--- src/rtl/serial_abs_16_pkg.sv ---
// Shared definitions for the bit-serial two's-complement to sign/magnitude decoder.
package serial_abs_16_pkg;

    localparam int ABS_W = 16;
    localparam logic [ABS_W-1:0] OVF_PATTERN = 16'h8000;

    typedef enum logic [1:0] {
        ST_IDLE  = 2'd0,
        ST_SHIFT = 2'd1,
        ST_DONE  = 2'd2
    } state_t;

    // A negative operand whose magnitude decodes back to the MSB-only pattern has no positive form.
    function automatic logic is_ovf(input logic sign, input logic [ABS_W-1:0] res);
        return sign & (res == OVF_PATTERN);
    endfunction

endpackage

--- src/rtl/serial_abs_16_neg_bit.sv ---
// One-bit negation cell: passes bits through until the first 1 is seen, then inverts (for negative operands).
module serial_neg_bit (
    input  logic CLK,
    input  logic RST,
    input  logic CLR,
    input  logic EN,
    input  logic SIGN,
    input  logic B,
    output logic OUT
);

    logic seen_one_r;

    // Remember whether a 1 has already passed through this run.
    always_ff @(posedge CLK) begin
        if (RST || CLR) begin
            seen_one_r <= 1'b0;
        end else if (EN) begin
            seen_one_r <= seen_one_r | B;
        end else begin
            seen_one_r <= seen_one_r;
        end
    end

    assign OUT = B ^ (SIGN & seen_one_r);

endmodule

--- src/rtl/serial_abs_16.sv ---
// Bit-serial |x| decoder: 16 LSB-first shifts through a single negation cell, result in a 1-cycle DONE slot.
module serial_abs_16
    import serial_abs_16_pkg::*;
#(
    parameter int WIDTH = ABS_W,
    parameter int CNT_W = 4
) (
    input  logic             CLK,
    input  logic             RST,
    input  logic             START,
    input  logic [WIDTH-1:0] DATA_IN,
    output logic [WIDTH-1:0] MAG,
    output logic             SIGN,
    output logic             OVF,
    output logic             BUSY,
    output logic             DONE
);

    localparam logic [CNT_W-1:0] CNT_ONE  = CNT_W'(1);
    localparam logic [CNT_W-1:0] CNT_LAST = CNT_W'(WIDTH - 1);

    state_t           state_r;
    state_t           state_nx_s;
    logic             accept_s;
    logic             shift_en_s;
    logic             last_s;
    logic             out_bit_s;
    logic [WIDTH-1:0] sreg_r;
    logic [WIDTH-1:0] res_r;
    logic [WIDTH-1:0] res_nx_s;
    logic [CNT_W-1:0] cnt_r;
    logic [WIDTH-1:0] mag_r;
    logic             sign_r;
    logic             ovf_r;
    logic             busy_r;
    logic             done_r;

    assign shift_en_s = (state_r == ST_SHIFT);
    assign last_s     = shift_en_s && (cnt_r == CNT_LAST);
    assign res_nx_s   = {out_bit_s, res_r[WIDTH-1:1]};

    serial_neg_bit u_neg (
        .CLK  (CLK),
        .RST  (RST),
        .CLR  (accept_s),
        .EN   (shift_en_s),
        .SIGN (sign_r),
        .B    (sreg_r[0]),
        .OUT  (out_bit_s)
    );

    // Next-state decode; the DONE slot can take a new START so back-to-back runs cost 17 cycles.
    always_comb begin
        state_nx_s = state_r;
        accept_s   = 1'b0;
        case (state_r)
            ST_IDLE: begin
                if (START) begin
                    accept_s   = 1'b1;
                    state_nx_s = ST_SHIFT;
                end else begin
                    state_nx_s = ST_IDLE;
                end
            end
            ST_SHIFT: begin
                if (last_s) begin
                    state_nx_s = ST_DONE;
                end else begin
                    state_nx_s = ST_SHIFT;
                end
            end
            ST_DONE: begin
                if (START) begin
                    accept_s   = 1'b1;
                    state_nx_s = ST_SHIFT;
                end else begin
                    state_nx_s = ST_IDLE;
                end
            end
            default: begin
                state_nx_s = ST_IDLE;
            end
        endcase
    end

    // Datapath and registered outputs; MAG/OVF only change when a run completes.
    always_ff @(posedge CLK) begin
        if (RST) begin
            state_r <= ST_IDLE;
            sreg_r  <= '0;
            res_r   <= '0;
            cnt_r   <= '0;
            mag_r   <= '0;
            sign_r  <= 1'b0;
            ovf_r   <= 1'b0;
            busy_r  <= 1'b0;
            done_r  <= 1'b0;
        end else begin
            state_r <= state_nx_s;
            busy_r  <= (state_nx_s != ST_IDLE);
            done_r  <= (state_nx_s == ST_DONE);
            if (accept_s) begin
                sreg_r <= DATA_IN;
                sign_r <= DATA_IN[WIDTH-1];
                res_r  <= '0;
                cnt_r  <= '0;
            end else if (shift_en_s) begin
                sreg_r <= {1'b0, sreg_r[WIDTH-1:1]};
                res_r  <= res_nx_s;
                cnt_r  <= cnt_r + CNT_ONE;
            end
            if (last_s) begin
                mag_r <= res_nx_s;
                ovf_r <= is_ovf(sign_r, res_nx_s);
            end
        end
    end

    assign MAG  = mag_r;
    assign SIGN = sign_r;
    assign OVF  = ovf_r;
    assign BUSY = busy_r;
    assign DONE = done_r;

endmodule
--- config.mk ---
export PLATFORM = sky130hd
export DESIGN_NAME = serial_abs_16
export DESIGN_NICKNAME = d
export VERILOG_FILES = /design/src/rtl/serial_abs_16_pkg.sv /design/src/rtl/serial_abs_16_neg_bit.sv /design/src/rtl/serial_abs_16.sv
export SDC_FILE = /design/constraint.sdc
export NUM_CORES = 1
export LEC_CHECK = 0
export CELL_PAD_IN_SITES_DETAIL_PLACEMENT = 0
export CELL_PAD_IN_SITES_GLOBAL_PLACEMENT = 1
export CORE_AREA = 2 2 106 108
export CTS_BUF_LIST = sky130_fd_sc_hd__clkbuf_4 sky130_fd_sc_hd__clkbuf_8
export DETAILED_ROUTE_END_ITERATION = 12
export DIE_AREA = 0 0 108 110
export PLACE_DENSITY_LB_ADDON = 0.1
export SLEW_MARGIN = 20
export SYNTH_ARGS = -nofsm -noshare
export SYNTH_HDL_FRONTEND = slang
export SYNTH_SLANG_ARGS = --single-unit
--- constraint.sdc ---
create_clock -name CLK -period 1.48 [get_ports CLK]
set_clock_uncertainty 0.05 [all_clocks]
set_input_delay 0.296 -clock CLK [delete_from_list [all_inputs] [get_ports CLK]]
set_output_delay 0.296 -clock CLK [all_outputs]
set_load 0.1 [all_outputs]
==> impl_metrics.csv <==
group,metric,value,unit
run_status,outcome,"finished clean",
clock_tree,clock-root-buffer,"clkbuf_8",
placement,dpl_worst_slack,-0.1198,ns
critical_path,cp_data_arrival_time,1.54,ns
global_routing,grt_max_degree,37,
routing,ant_nets,0,
pwr,power,3853,uW
timing,holdWs,0.1927,ns
routing,first_iter_violations,74,
synthesis,synth_compound_area_frac,0.2205,
critical_path,worstPathRequired,1.70,ns
pwr,leakagePower,0.001150,uW
run,max-cap-violations,0,
timing,fin_crit_sh,0.8940,
final_layout,syn2layout_area_growth,42.81,%
critical_path,worst_path_max_delay_cell,"dfxtp_1",
synthesis,ys_types,32,
timing,setup-violations-final,0,
final_layout,drive_above_1_share,0.2167,
global_routing,grt_pass1_vias,1987,
clock_tree,cts_max_path_buffers,2,
critical_path,endpoint_kind,"register",
timing,rsz0062_at_grt,"yes",
pwr,power_density,1124,nW/um^2
synthesis,synth-simple-area-share,0.2122,
synthesis,synthAdderAreaFrac,0.005214,
die,num_io_pins,39,
pwr,p_sw_frac,0.2459,
global_routing,antenna_found_initial,0,
timing,worst_slack,0.1569,ns
synthesis,ys_seq_area_frac,0.4838,
clock_tree,cts_tree,"yes",
global_routing,grt_first_pass_wirelength,10810,um
placement,io_buffers,38,
timing,hold_violations,0,
final_layout,final_nets,338,
die,rows,38,
die,die_w,108,um
timing,max_freq,0.7558,GHz
synthesis,synthXorXnorAreaFrac,0.007299,
critical_path,start_kind,"register",
clock_tree,clk_latency,0.34,ns
timing,slew_violations,0,
timing,slew_headroom,0.7609,
critical_path,cpPeakStageDelay,0.35,ns
routing,wl,6642,um
hold_path,worstHoldPathType,"primary input to register",
routing,num_vias,2033,
die,start_util,0.2243,
critical_path,r2r_slack,0.16,ns
timing,max_slew.worst_pin.slew,0.3553,ns
pwr,peakVddDrop,0.6259,mV
clock_tree,clkSinkCount,58,
placement,dp_hpwl,4392,um
die,core,10700,sq um
routing,routedWlPerCell,14.35,um
critical_path,cp_max_fo,16,
timing,finalSetupTns,0,ns
die,design.die.area,11880,sq um
clock_tree,h-tree-depth,3,
routing,drc,0,
placement,place.gp.congestion,0.6783,
routing,via_per_inst,4.391,
synthesis,syn-instance-count,277,
synthesis,synth_ff_type,"dfxtp_1",
timing,fin_crit,1.323,ns
global_routing,grt_overflow,0,
synthesis,synth_edf_count,0,
critical_path,path_buf_inv,1,
pwr,p_seq_frac,0.427,
synthesis,syn_area,2400,sq um
clock_tree,cts_made_buffers,9,
synthesis,async_reset_ff_frac,0,
pwr,intPower,2906,uW
routing,first_pass_iters,4,
synthesis,yosysWarnings,0,
pwr,p_switching,947.4,uW
pwr,p_comb_frac,0.108,
pwr,clockPowerShare,0.465,
synthesis,synth.area.mux_share,0,
global_routing,track_usage,0.1216,
final_layout,num_antenna_cells,0,
synthesis,postSynthAreaPerCell,8.664,sq um
die,die_h,110,um
critical_path,cp_top_family,"simple AND/OR/NAND/NOR gates",
synthesis,synth-seq-cells,58,
clock_tree,path_clk_slew,0.07,ns
synthesis,synth_top_family_by_area,"compound AO/OA/AOI/OAI gates",
critical_path,path_class,"register to register",
synthesis,synth_nets,297,
critical_path,crit_chain,"ha_1, and3_2, buf_12, nand3_1, a21oi_1",
-- registers in the layout, indices dropped and copies added (netlist names) --
| register | count |
|---|---|
| state_r | 2 |
| u_neg.seen_one_r | 1 |
| MAG | 16 |
| sreg_r | 16 |
| res_r | 15 |
| DONE | 1 |
| OVF | 1 |
| cnt_r | 4 |
| BUSY | 1 |
| SIGN | 1 |
-- path summary, 6_finish.rpt --
check / endpoint / cells past startpoint / from
max: MAG[12] / 5 / cnt_r[1]
min: SIGN / 2 / RST
max reg2reg: MAG[12] / 5 / cnt_r[1]
min reg2reg: res_r[12] / 2 / res_r[13]
-- per-layer routing --
metal	global-route usage	routed length, um	vias up
li1	-	-	1047
met2	0.1716	2821	30
met3	0.04644	241	9
met5	0	0	-
met4	0.03846	71	0
met1	0.1698	3509	947
-- worst reg2reg max path, cell delays in order (launching register included) --
cell and delay, ns:
dfxtp_1 0.35, ha_1 0.17, and3_2 0.26, buf_12 0.16, nand3_1 0.13, a21oi_1 0.14
-- synth_stat cells (all sizes together), types with 3 or more instances --
cell type	instances	share of area
nand2	61	0.095
dfxtp	58	0.48
a21oi	36	0.075
buf	23	0.067
nor2	21	0.033
nand3	18	0.038
o21ai	18	0.038
a311oi	16	0.095
nand2b	3	0.0078
nor3	3	0.0063
-- cell type report --
type,count,area (sq um)
tap,140,175.2
sequential,58,1162
clock inverter,7,117.6
multi-input combinational,194,1070
timing repair buffer,55,778.2
fill,1122,7271
clock buffer,9,123.9
-- repair_timing --
item,4_1_cts,5_1_grt
hold buffers,0,0
gates resized for setup,0,4
setup buffers,0,0
setup endpoints to repair,0,8
-- stage by stage --
step	std cells	utilization	area (sq um)
floorplan	277	-	2401
global placement	447	0.2977	3184
detailed placement	447	0.2977	3184
CTS	463	0.3202	3426
global route	463	0.3204	3427
finish	463	0.3204	3427
-- power groups by stage --
stage	Combinational (uW)	Clock [uW]	Sequential, uW
finish	415	1790	1650
global route	451	1940	1650
CTS	423	1860	1650
detailed placement	421	0	1680
global placement	424	0	1680
floorplan	243	0	1700
-- cells by family (layout without fill, tap and decap cells) --
| logic type | after synthesis | after routing |
|---|---|---|
| AND/OR/NAND/NOR | 117 | 117 |
| AO/OA/AOI/OAI | 74 | 74 |
| flip-flops | 58 | 58 |
| buffers and inverters | 25 | 71 |
| XOR/XNOR | 2 | 2 |
| adder cells (fa/ha/maj) | 1 | 1 |
-- cell usage in the layout (no fill, tap or decap), drive strengths merged --
cell type / instances
nand2b: 3
and2b: 1
a21oi: 36
or3: 1
o21ai: 18
clkinv: 1
a211oi: 1
and3: 1
clkinvlp: 3
nor4: 2
nand4: 1
a311oi: 16
nand2: 61
ha: 1
bufinv: 3
nor4b: 1
o2111ai: 1
xnor2: 1
buf: 38
xor2: 1
and3b: 1
nand3b: 2
nor2: 21
nor2b: 1
clkdlybuf4s50: 17
a21boi: 2
clkbuf: 9
dfxtp: 58
nor3: 3
nand3: 18
No activity file was read; power rests on OpenSTA's default activity.
